## src/rtl/uart_arb_pkg.sv

```systemverilog
// Shared types and constants for the uart_tx arbiter slice.
// Optional stall timeout is built when UART_ARB_TIMEOUT_EN is defined.
package uart_arb_pkg;

   typedef enum logic {
      IDLE = 1'b0,
      XFER = 1'b1
   } arb_state_e;

   function automatic int unsigned clog2(input int unsigned n);
      int unsigned r;
      r = 0;
      while ((32'd1 << r) < n) r = r + 1;
      return (r == 0) ? 1 : r;
   endfunction

   // Pointer width covers the largest legal requester count, so one width serves every build.
   localparam int unsigned NUM_REQ_MAX        = 8;
   localparam int unsigned PTR_W              = clog2(NUM_REQ_MAX);
   localparam int unsigned DEF_TIMEOUT_CYCLES = 27_000_000;

endpackage

```

## src/rtl/uart_rr_pick.sv

```systemverilog
// Combinational round-robin picker: first set request at or above ptr_i, wrapping.
module uart_rr_pick
   import uart_arb_pkg::*;
#(
   parameter int unsigned NUM_REQ = 2
) (
   input  logic [NUM_REQ-1:0] req_i,
   input  logic [PTR_W-1:0]   ptr_i,
   output logic [NUM_REQ-1:0] pick_o,
   output logic [PTR_W-1:0]   idx_o
);

   logic [2*NUM_REQ-1:0] dbl;
   logic [NUM_REQ-1:0]   rot;
   logic [PTR_W:0]       sum;
   logic                 found;

   always_comb begin
      dbl    = {req_i, req_i} >> ptr_i;
      rot    = dbl[NUM_REQ-1:0];
      sum    = '0;
      found  = 1'b0;
      idx_o  = '0;
      pick_o = '0;
      for (int unsigned k = 0; k < NUM_REQ; k++) begin
         if (!found && rot[k]) begin
            found = 1'b1;
            sum   = {1'b0, ptr_i} + (PTR_W+1)'(k);
            if (sum >= (PTR_W+1)'(NUM_REQ)) sum = sum - (PTR_W+1)'(NUM_REQ);
         end
      end
      if (found) begin
         idx_o  = sum[PTR_W-1:0];
         pick_o = NUM_REQ'(1) << idx_o;
      end
   end

endmodule

```

## src/rtl/uart_tx_arbiter.sv

```systemverilog
// Message-granular round-robin arbiter sharing one uart_tx byte channel.
// Define UART_ARB_TIMEOUT_EN to add the stall timeout and timeout_flag port.
module uart_tx_arbiter
   import uart_arb_pkg::*;
#(
   parameter int unsigned NUM_REQ        = 2,
   parameter int unsigned TIMEOUT_CYCLES = DEF_TIMEOUT_CYCLES
) (
   input  logic                 clock,
   input  logic                 rst_n,
   input  logic [NUM_REQ*8-1:0] req_data,
   input  logic [NUM_REQ-1:0]   req_valid,
   input  logic [NUM_REQ-1:0]   req_last,
   output logic [NUM_REQ-1:0]   req_ready,
   output logic [NUM_REQ-1:0]   grant,
   output logic [7:0]           tx_data,
   output logic                 tx_data_valid,
   input  logic                 tx_data_ready,
   output logic                 busy
`ifdef UART_ARB_TIMEOUT_EN
   ,
   output logic                 timeout_flag
`endif
);

   arb_state_e         state_q;
   logic [NUM_REQ-1:0] grant_q;
   logic [PTR_W-1:0]   gidx_q;
   logic [PTR_W-1:0]   ptr_q;
   logic [7:0]         tx_data_q;
   logic               tx_valid_q;

   logic [NUM_REQ-1:0] pick;
   logic [PTR_W-1:0]   pick_idx;
   logic               room;
   logic               accept;
   logic [7:0]         acc_byte;
   logic               acc_last;
   logic [PTR_W-1:0]   ptr_next;

   uart_rr_pick #(.NUM_REQ(NUM_REQ)) u_pick (
      .req_i  (req_valid),
      .ptr_i  (ptr_q),
      .pick_o (pick),
      .idx_o  (pick_idx)
   );

   assign room     = ~tx_valid_q | tx_data_ready;
   assign accept   = (state_q == XFER) & room & (|(req_valid & grant_q));
   assign ptr_next = (gidx_q == PTR_W'(NUM_REQ-1)) ? '0 : gidx_q + PTR_W'(1);

   // grant_q is one-hot, so an OR across requesters is the owner's byte.
   always_comb begin
      acc_byte = '0;
      acc_last = 1'b0;
      for (int unsigned k = 0; k < NUM_REQ; k++) begin
         if (grant_q[k]) begin
            acc_byte = acc_byte | req_data[k*8 +: 8];
            acc_last = acc_last | req_last[k];
         end
      end
   end

`ifdef UART_ARB_TIMEOUT_EN
   logic [31:0] stall_q;
   logic        tflag_q;
   assign timeout_flag = tflag_q;
`else
   logic unused_timeout;
   assign unused_timeout = |32'(TIMEOUT_CYCLES);
`endif

   always_ff @(posedge clock or negedge rst_n) begin
      if (!rst_n) begin
         state_q    <= IDLE;
         grant_q    <= '0;
         gidx_q     <= '0;
         ptr_q      <= '0;
         tx_data_q  <= '0;
         tx_valid_q <= 1'b0;
`ifdef UART_ARB_TIMEOUT_EN
         stall_q    <= '0;
         tflag_q    <= 1'b0;
`endif
      end else begin
         if (room) tx_valid_q <= 1'b0;
         case (state_q)
            IDLE: begin
               if (|req_valid) begin
                  grant_q <= pick;
                  gidx_q  <= pick_idx;
                  state_q <= XFER;
`ifdef UART_ARB_TIMEOUT_EN
                  stall_q <= '0;
`endif
               end
            end
            XFER: begin
               if (accept) begin
                  tx_data_q  <= acc_byte;
                  tx_valid_q <= 1'b1;
`ifdef UART_ARB_TIMEOUT_EN
                  stall_q    <= '0;
                  tflag_q    <= 1'b0;
`endif
                  if (acc_last) begin
                     state_q <= IDLE;
                     grant_q <= '0;
                     ptr_q   <= ptr_next;
                  end
               end
`ifdef UART_ARB_TIMEOUT_EN
               else if (stall_q == 32'(TIMEOUT_CYCLES - 1)) begin
                  state_q <= IDLE;
                  grant_q <= '0;
                  ptr_q   <= ptr_next;
                  tflag_q <= 1'b1;
               end else begin
                  stall_q <= stall_q + 32'd1;
               end
`endif
            end
            default: state_q <= IDLE;
         endcase
      end
   end

   assign req_ready     = ((state_q == XFER) && room) ? grant_q : '0;
   assign grant         = grant_q;
   assign tx_data       = tx_data_q;
   assign tx_data_valid = tx_valid_q;
   assign busy          = (state_q == XFER) | tx_valid_q;

endmodule

```

## config.mk

```make
export PLATFORM = sky130hd
export DESIGN_NAME = uart_tx_arbiter
export DESIGN_NICKNAME = d
export VERILOG_FILES = /design/src/rtl/uart_arb_pkg.sv /design/src/rtl/uart_rr_pick.sv /design/src/rtl/uart_tx_arbiter.sv
export SDC_FILE = /design/constraint.sdc
export NUM_CORES = 1
export LEC_CHECK = 0
export BUFFER_PORTS_ARGS = -buffer_cell sky130_fd_sc_hd__buf_2
export CORE_MARGIN = 2
export CORE_UTILIZATION = 52
export DETAILED_ROUTE_END_ITERATION = 6
export GPL_TIMING_DRIVEN = 0
export PLACE_DENSITY = 0.83
export SETUP_SLACK_MARGIN = 0.1
export SLEW_MARGIN = 20
export SYNTH_ARGS = -nofsm -noshare
export SYNTH_HDL_FRONTEND = slang
export SYNTH_SLANG_ARGS = --single-unit
```

## constraint.sdc

```tcl
create_clock -name clock -period 4.2 [get_ports clock]
set_input_delay 0.63 -clock clock [delete_from_list [all_inputs] [get_ports clock]]
set_output_delay 0.63 -clock clock [all_outputs]
set_load 0.005 [all_outputs]
```

==> results.cfg, run 1 <==
[worst_hold_path]
worst_hold_path_type = input pin to async pin

[logic_synthesis]
synth-edff-count = 0
synthesis.area_per_instance_um2 = 9.50
postSynthRegisterBits = 18
synth.distinct_cells = 33
synthesized_instance_count = 110
netlist.top_cell.by_area = dfrtp_1
ys_warn_count = 0
leading_register_cell_type_out_of_synthesis = dfrtp_1
synth_top_cell_area_share_pct = 43.1
mappedNetlistArea_um2 = 1040
synth_sequential_area_ratio_pct = 43.1
synth.top_cells.by_area = dfrtp_1, a22oi_1, ha_1, nand2_1, o21ai_0
synthArstFlopShare_pct = 100
synth.net_count = 138

[placement]
numPortBuffers = 36
detailedPlacementHpwl_um = 1710
routabilityCongestion = 0.850
placedCellCount = 173

[die]
core-area_um2 = 1920
top_level_ports = 37
row_count = 16
start_util_pct = 54.4
die-width_um = 48.8
dieArea_um2 = 2380
fp.dieH_um = 48.8

[sta]
setup_viol = 0
timing.final.crit_share_pct = 49.1
layout_min_cycle_time_ns = 2.06
fin_worst_skew_ns = 0.00708
maxClockFrequency_ghz = 0.485
final_hold_viol_count = 0
worstMarginPinSlew_ns = 0.465
fin_tns_setup_ns = 0
relSlewSlack_pct = 69.0
finalMaxSlewViolations = 0
rsz_0062_raised_after_global_routing = false

[cells_and_area]
num-nets-final = 179
syn_to_final_growth_pct = 24.0
utilization_pct = 67.4
post_route_cells_drive_above_1_share_pct = 32.7
number_of_diodes = 0
final-instance-count-excl-fill = 177

[grt]
grt_first_pass_wirelength_um = 4110
global_route.overflow_total = 0
global_route.usage.met2_pct = 41.8
number_of_antenna_violations_at_the_first_check_in_global_routing = 0
global_route.peak_usage_layer = met2
grt.total_usage_pct = 22.1
first_global_vias = 974
met1_usage_in_global_routing_pct = 24.4
met3_routing_resource_usage_after_global_routing_pct = 3.99
grt_start_max_net_pins = 19

[route]
dr.first_iter.drc_count = 23
drt_pre_antenna_iters = 4
routed_via_count = 958
routed_wire_length_per_instance_um = 13.3
drc = 0
viasPerCell = 5.41
ant_nets = 0
totalWireLength_um = 2350

[clock_tree]
clock-root-buffer = clkbuf_4
cts.sinks = 18
cts_tree = done
post_cts_buffers = 0
cts.path.max_buffers = 2
clk_pin_slew_ns = 0.11
post_cts_resize_count = 0
htreeDepth = 1
tritoncts.num_buffers = 3
holdBufCountCts = 0
worstSkewPairLatency_ns = 0.30

[pwr]
cell_leakage_power_uw = 0.000614
powerDensity_nw_per_um2 = 237
irDropWorstVdd_mv = 0.196

[run]
drv_cap = 0

[critical_path]
worstRegToRegCells = 6
startpoint_type = flip-flop
worst_setup_path_end_kind = primary output
worst_r2r_startpoint = ptr_q[0]$_DFFE_PN0P_
path_max_fanout = 10
worst_ep_required_time_ns = 3.57
setup.worst_path.class = flip-flop to primary output
worstPathArrival_ns = 1.43
regToRegEndpoint = grant[1]$_DFFE_PN0P_
r2r_setup_slack_ns = 2.22

[outcome]
run_status = finished clean
-- power by group --
group	internal [µW]	leakage (µW)	switching, µW
registers	175	0.000228	1.78
logic	10.2	0.000365	9.87
clock network	52.9	0.0000210	57.3
total	238	0.000614	68.9
-- logic make-up after synthesis --
| logic type | Yosys count | share of synthesized area [%] |
|---|---|---|
| XOR/XNOR | 2 | 1.68 |
| buffers and inverters | 8 | 2.99 |
| flip-flops | 18 | 43.1 |
| AND/OR/NAND/NOR | 40 | 20.1 |
| AO/OA/AOI/OAI | 32 | 21.2 |
| multiplexers | 5 | 4.91 |
| adder cells (fa/ha/maj) | 5 | 5.99 |
-- registers in the layout, summed over array words and instances (netlist names) --
| name | cells |
|---|---|
| state_q | 1 |
| tx_data_valid | 1 |
| grant | 2 |
| gidx_q | 3 |
| tx_data | 8 |
| ptr_q | 3 |
-- metrics by stage --
stage               hold WS, ns  total power [µW]  cell area, µm²  setup WS [ns]
floorplan                 0.334               185            1040           2.46
global placement          0.458               200            1260           2.34
detailed placement        0.467               201            1260           2.27
CTS                       0.247               312            1290           2.13
global route              0.257               321            1290           2.03
finish                    0.236               307            1290           2.14
-- layout by cell type, fill, tap and decap left out, drive strengths merged, types with 2 or more instances in the layout --
cell / count
inv: 3
a21oi: 4
nand2b: 2
a22o: 2
nand2: 15
buf: 37
or2: 2
a21o: 3
nand3: 3
ha: 5
and3: 2
clkbuf: 8
dfrtp: 18
nor2b: 4
o21ai: 10
a22oi: 9
nor2: 9
mux2i: 4
-- cell type report --
cell class              instances  area [µm²]
plain buffers                   5        20.0
clock buffers                   4        36.3
fillers                       153         627
inverters                       3        11.3
multi-input cells              84         563
flip-flops and latches         18         450
well taps                      27        33.8
repair buffers                 36         180
-- metal layers --
layer / vias up / wire [µm] / part of all wire [%]
li1: 472 / - / -
met1: 457 / 1020 / 44
met2: 27 / 1200 / 51
met3: 2 / 111 / 4.7
met4: 0 / 18 / 0.76
met5: - / 0 / 0
-- synth_stat cells, types with 3 or more instances --
| cell type | number |
|---|---|
| clkbuf_1 | 4 |
| a21o_1 | 3 |
| a22oi_1 | 9 |
| nand2_1 | 15 |
| nor2b_1 | 4 |
| nor2_1 | 8 |
| inv_1 | 3 |
| mux2i_1 | 4 |
| ha_1 | 5 |
| o21ai_0 | 10 |
| a21oi_1 | 3 |
| dfrtp_1 | 18 |
-- worst max-delay path by stage --
stage,slack (ns),startpoint,endpoint
after floorplan,2.46,ptr_q[0]$_DFFE_PN0P_,grant[1]$_DFFE_PN0P_
after global routing,2.03,grant[1]$_DFFE_PN0P_,req_ready[1]
after CTS,2.13,grant[1]$_DFFE_PN0P_,req_ready[1]
after global placement,2.34,ptr_q[0]$_DFFE_PN0P_,grant[1]$_DFFE_PN0P_
final,2.14,grant[1]$_DFFE_PN0P_,req_ready[1]
after detailed placement,2.27,ptr_q[0]$_DFFE_PN0P_,grant[1]$_DFFE_PN0P_
-- worst max-delay path: stages (launching register included) --
cell,delay [ns]
dfrtp_1,0.40
clkbuf_1,0.39
and3_1,0.24
buf_2,0.11
(Power assumes the default switching activity.)
==> run 2: changes to the inputs <==
--- a/config.mk
+++ b/config.mk
@@ -7,10 +7,10 @@
 export LEC_CHECK = 0
 export BUFFER_PORTS_ARGS = -buffer_cell sky130_fd_sc_hd__buf_2
 export CORE_MARGIN = 2
-export CORE_UTILIZATION = 52
+export CORE_UTILIZATION = 48
 export DETAILED_ROUTE_END_ITERATION = 6
 export GPL_TIMING_DRIVEN = 0
-export PLACE_DENSITY = 0.83
+export PLACE_DENSITY = 0.77
 export SETUP_SLACK_MARGIN = 0.1
 export SLEW_MARGIN = 20
 export SYNTH_ARGS = -nofsm -noshare
==> constraint.sdc (replaced) <==
create_clock -name clock -period 2.02 [get_ports clock]
set_input_delay 0.303 -clock clock [delete_from_list [all_inputs] [get_ports clock]]
set_output_delay 0.303 -clock clock [all_outputs]
set_load 0.005 [all_outputs]
==> run 2 against run 1 <==
Net effect:
- clock skew decreased by 0.0047 ns
- non-clock buffer count grew 4
- worst setup slack lost 1.9 ns
- largest cell class unchanged
==> results.cfg, run 2 (synthesis gave the netlist of run 1 again) <==
[outcome]
run_status = finished clean

[pwr]
cell_leakage_power_uw = 0.000623
power.total_uw = 585
seqPwrFrac_pct = 62.9
powerDensity_nw_per_um2 = 443
internal_power_component_uw = 456
netSwitchingPower_uw = 129
power_frac_clock_pct = 29.8
irDropWorstVdd_mv = 0.392
power.switching_fraction_pct = 22.0
comb_power_share_pct = 7.3

[clock_tree]
clk_pin_slew_ns = 0.10
htreeDepth = 1
cts.path.max_buffers = 2
cts_tree = done
cts.sinks = 18
worstSkewPairLatency_ns = 0.29
clock-root-buffer = clkbuf_4
tritoncts.num_buffers = 3

[cells_and_area]
layout.cells.most_common = buf_2
post_route_cells_drive_above_1_share_pct = 35.3
layout.area.seq_um2 = 453
number_of_diodes = 0
num-nets-final = 183
multi_input_gate_area_um2 = 566
finish.instance_area_um2 = 1320
syn_to_final_growth_pct = 26.2
filler_cells_inserted = 170
number_of_flip_flops_under_the_largest_register_name = 8
utilization_pct = 65.9
final_cell_mix = buf_2, dfrtp_1, nand2_1

[run]
drv_cap = 0

[grt]
grt_start_max_net_pins = 19
number_of_antenna_violations_at_the_first_check_in_global_routing = 0
global_route.overflow_total = 0
grt.total_usage_pct = 20.0
first_global_vias = 892
grt_first_pass_wirelength_um = 3840

[critical_path]
startpoint_type = flip-flop
critical_path.slowest_cell = dfrtp_2
setup.worst_path.class = flip-flop to flip-flop
timing.critical_path.slowest_cell_delay_ns = 0.46
cp_num_buf_inv = 1
worst_setup_path_end_kind = flip-flop
worstPathArrival_ns = 2.00
crit_path_cell_trace = inv_1 -> ha_1 -> nor2b_2 -> mux2_2 -> a22o_2 -> o32ai_2
cp_top_family = flip-flops
worst_ep_required_time_ns = 2.22
path_max_fanout = 9

[route]
viasPerCell = 5.42
routed_via_count = 976
routed_wire_length_per_instance_um = 13.5
totalWireLength_um = 2440
ant_nets = 0
drt_pre_antenna_iters = 4
dr.first_iter.drc_count = 18
drc = 0

[placement]
routabilityCongestion = 0.785
detailed_place.area_um2 = 1260
numPortBuffers = 36
detailedPlacementHpwl_um = 1840

[sta]
final_hold_viol_count = 0
holdWs_ns = 0.303
worstMarginPinSlew_ns = 0.440
setup_viol = 0
rsz_0062_raised_after_global_routing = false
maxClockFrequency_ghz = 0.555
fin_tns_setup_ns = 0
timing.final.crit_share_pct = 89.1
relSlewSlack_pct = 70.7
layout_min_cycle_time_ns = 1.80
finalMaxSlewViolations = 0
fin_worst_skew_ns = 0.00233

[die]
start_util_pct = 52.2
dieArea_um2 = 2570
fp.dieH_um = 50.7
core-area_um2 = 2000
row_count = 16
die-width_um = 50.7
top_level_ports = 37

[worst_hold_path]
worst_hold_path_type = input pin to flip-flop
-- run 2: changes by cell type in the layout (fill, tap and decap cells not counted), sizes merged --
cell,before,now
buf,37,40
clkbuf,8,7
dlygate4sd3,0,1
-- run 2: path summary, 6_finish.rpt --
kind                       cells past startpoint  slack [ns]                     end              startpoint
hold reg to reg                                2        0.48  tx_data[6]$_DFFE_PN0P_  tx_data[6]$_DFFE_PN0P_
hold / removal                                 3        0.30  tx_data[2]$_DFFE_PN0P_            req_data[10]
setup / recovery                               6        0.22    grant[1]$_DFFE_PN0P_    ptr_q[0]$_DFFE_PN0P_
min in group asynchronous                      2        0.46       state_q$_DFF_PN0_                   rst_n
setup reg to reg                               6        0.22    grant[1]$_DFFE_PN0P_    ptr_q[0]$_DFFE_PN0P_
max in group asynchronous                      2        1.25    ptr_q[1]$_DFFE_PN0P_                   rst_n
-- run 2: repair_timing --
item,in CTS,in global routing
buffers inserted,0,3
gates resized for setup,2,1
endpoints found under the setup margin,1,2
hold buffers,1,0
pin swaps,0,0
hold endpoints to repair,18,0
-- run 2: cell type report --
type	count	area share, %
flip-flops and latches	18	34.3
well taps	27	2.56
clock buffers	3	1.71
inverters	3	0.854
multi-input cells	84	42.9
plain buffers	5	1.52
repair buffers	40	16.1
-- run 2: worst register-to-register path, stage by stage, from the launching register on --
cell and delay, ns:
dfrtp_2 0.46, inv_1 0.08, ha_1 0.21, nor2b_2 0.18, mux2_2 0.35, a22o_2 0.24, o32ai_2 0.20
-- run 2: per-stage QoR --
step / worst slack (ns) / instances
floorplan: 0.278 / 110
CTS: 0.160 / 177
global route: 0.113 / 180
global placement: 0.168 / 173
detailed placement: 0.0974 / 173
finish: 0.219 / 180
-- run 2: power groups by stage --
stage / Clock [µW] / Combinational, µW / Sequential (µW)
6_report: 174 / 42.7 / 368
5_1_grt: 194 / 47.6 / 369
4_1_cts: 176 / 43.3 / 368
3_5_place_dp: 0 / 41.7 / 375
3_3_place_gp: 0 / 40.8 / 375
2_1_floorplan: 0 / 9.73 / 375
-- run 2: per-layer routing --
| layer | up-vias | global-route usage (%) | part of all wire, % |
|---|---|---|---|
| met5 | - | 0 | 0 |
| met4 | 0 | 4.05 | 0.53 |
| met3 | 2 | 5.65 | 6.2 |
| met2 | 35 | 37.3 | 50 |
| met1 | 459 | 22.5 | 43 |
| li1 | 480 | - | - |
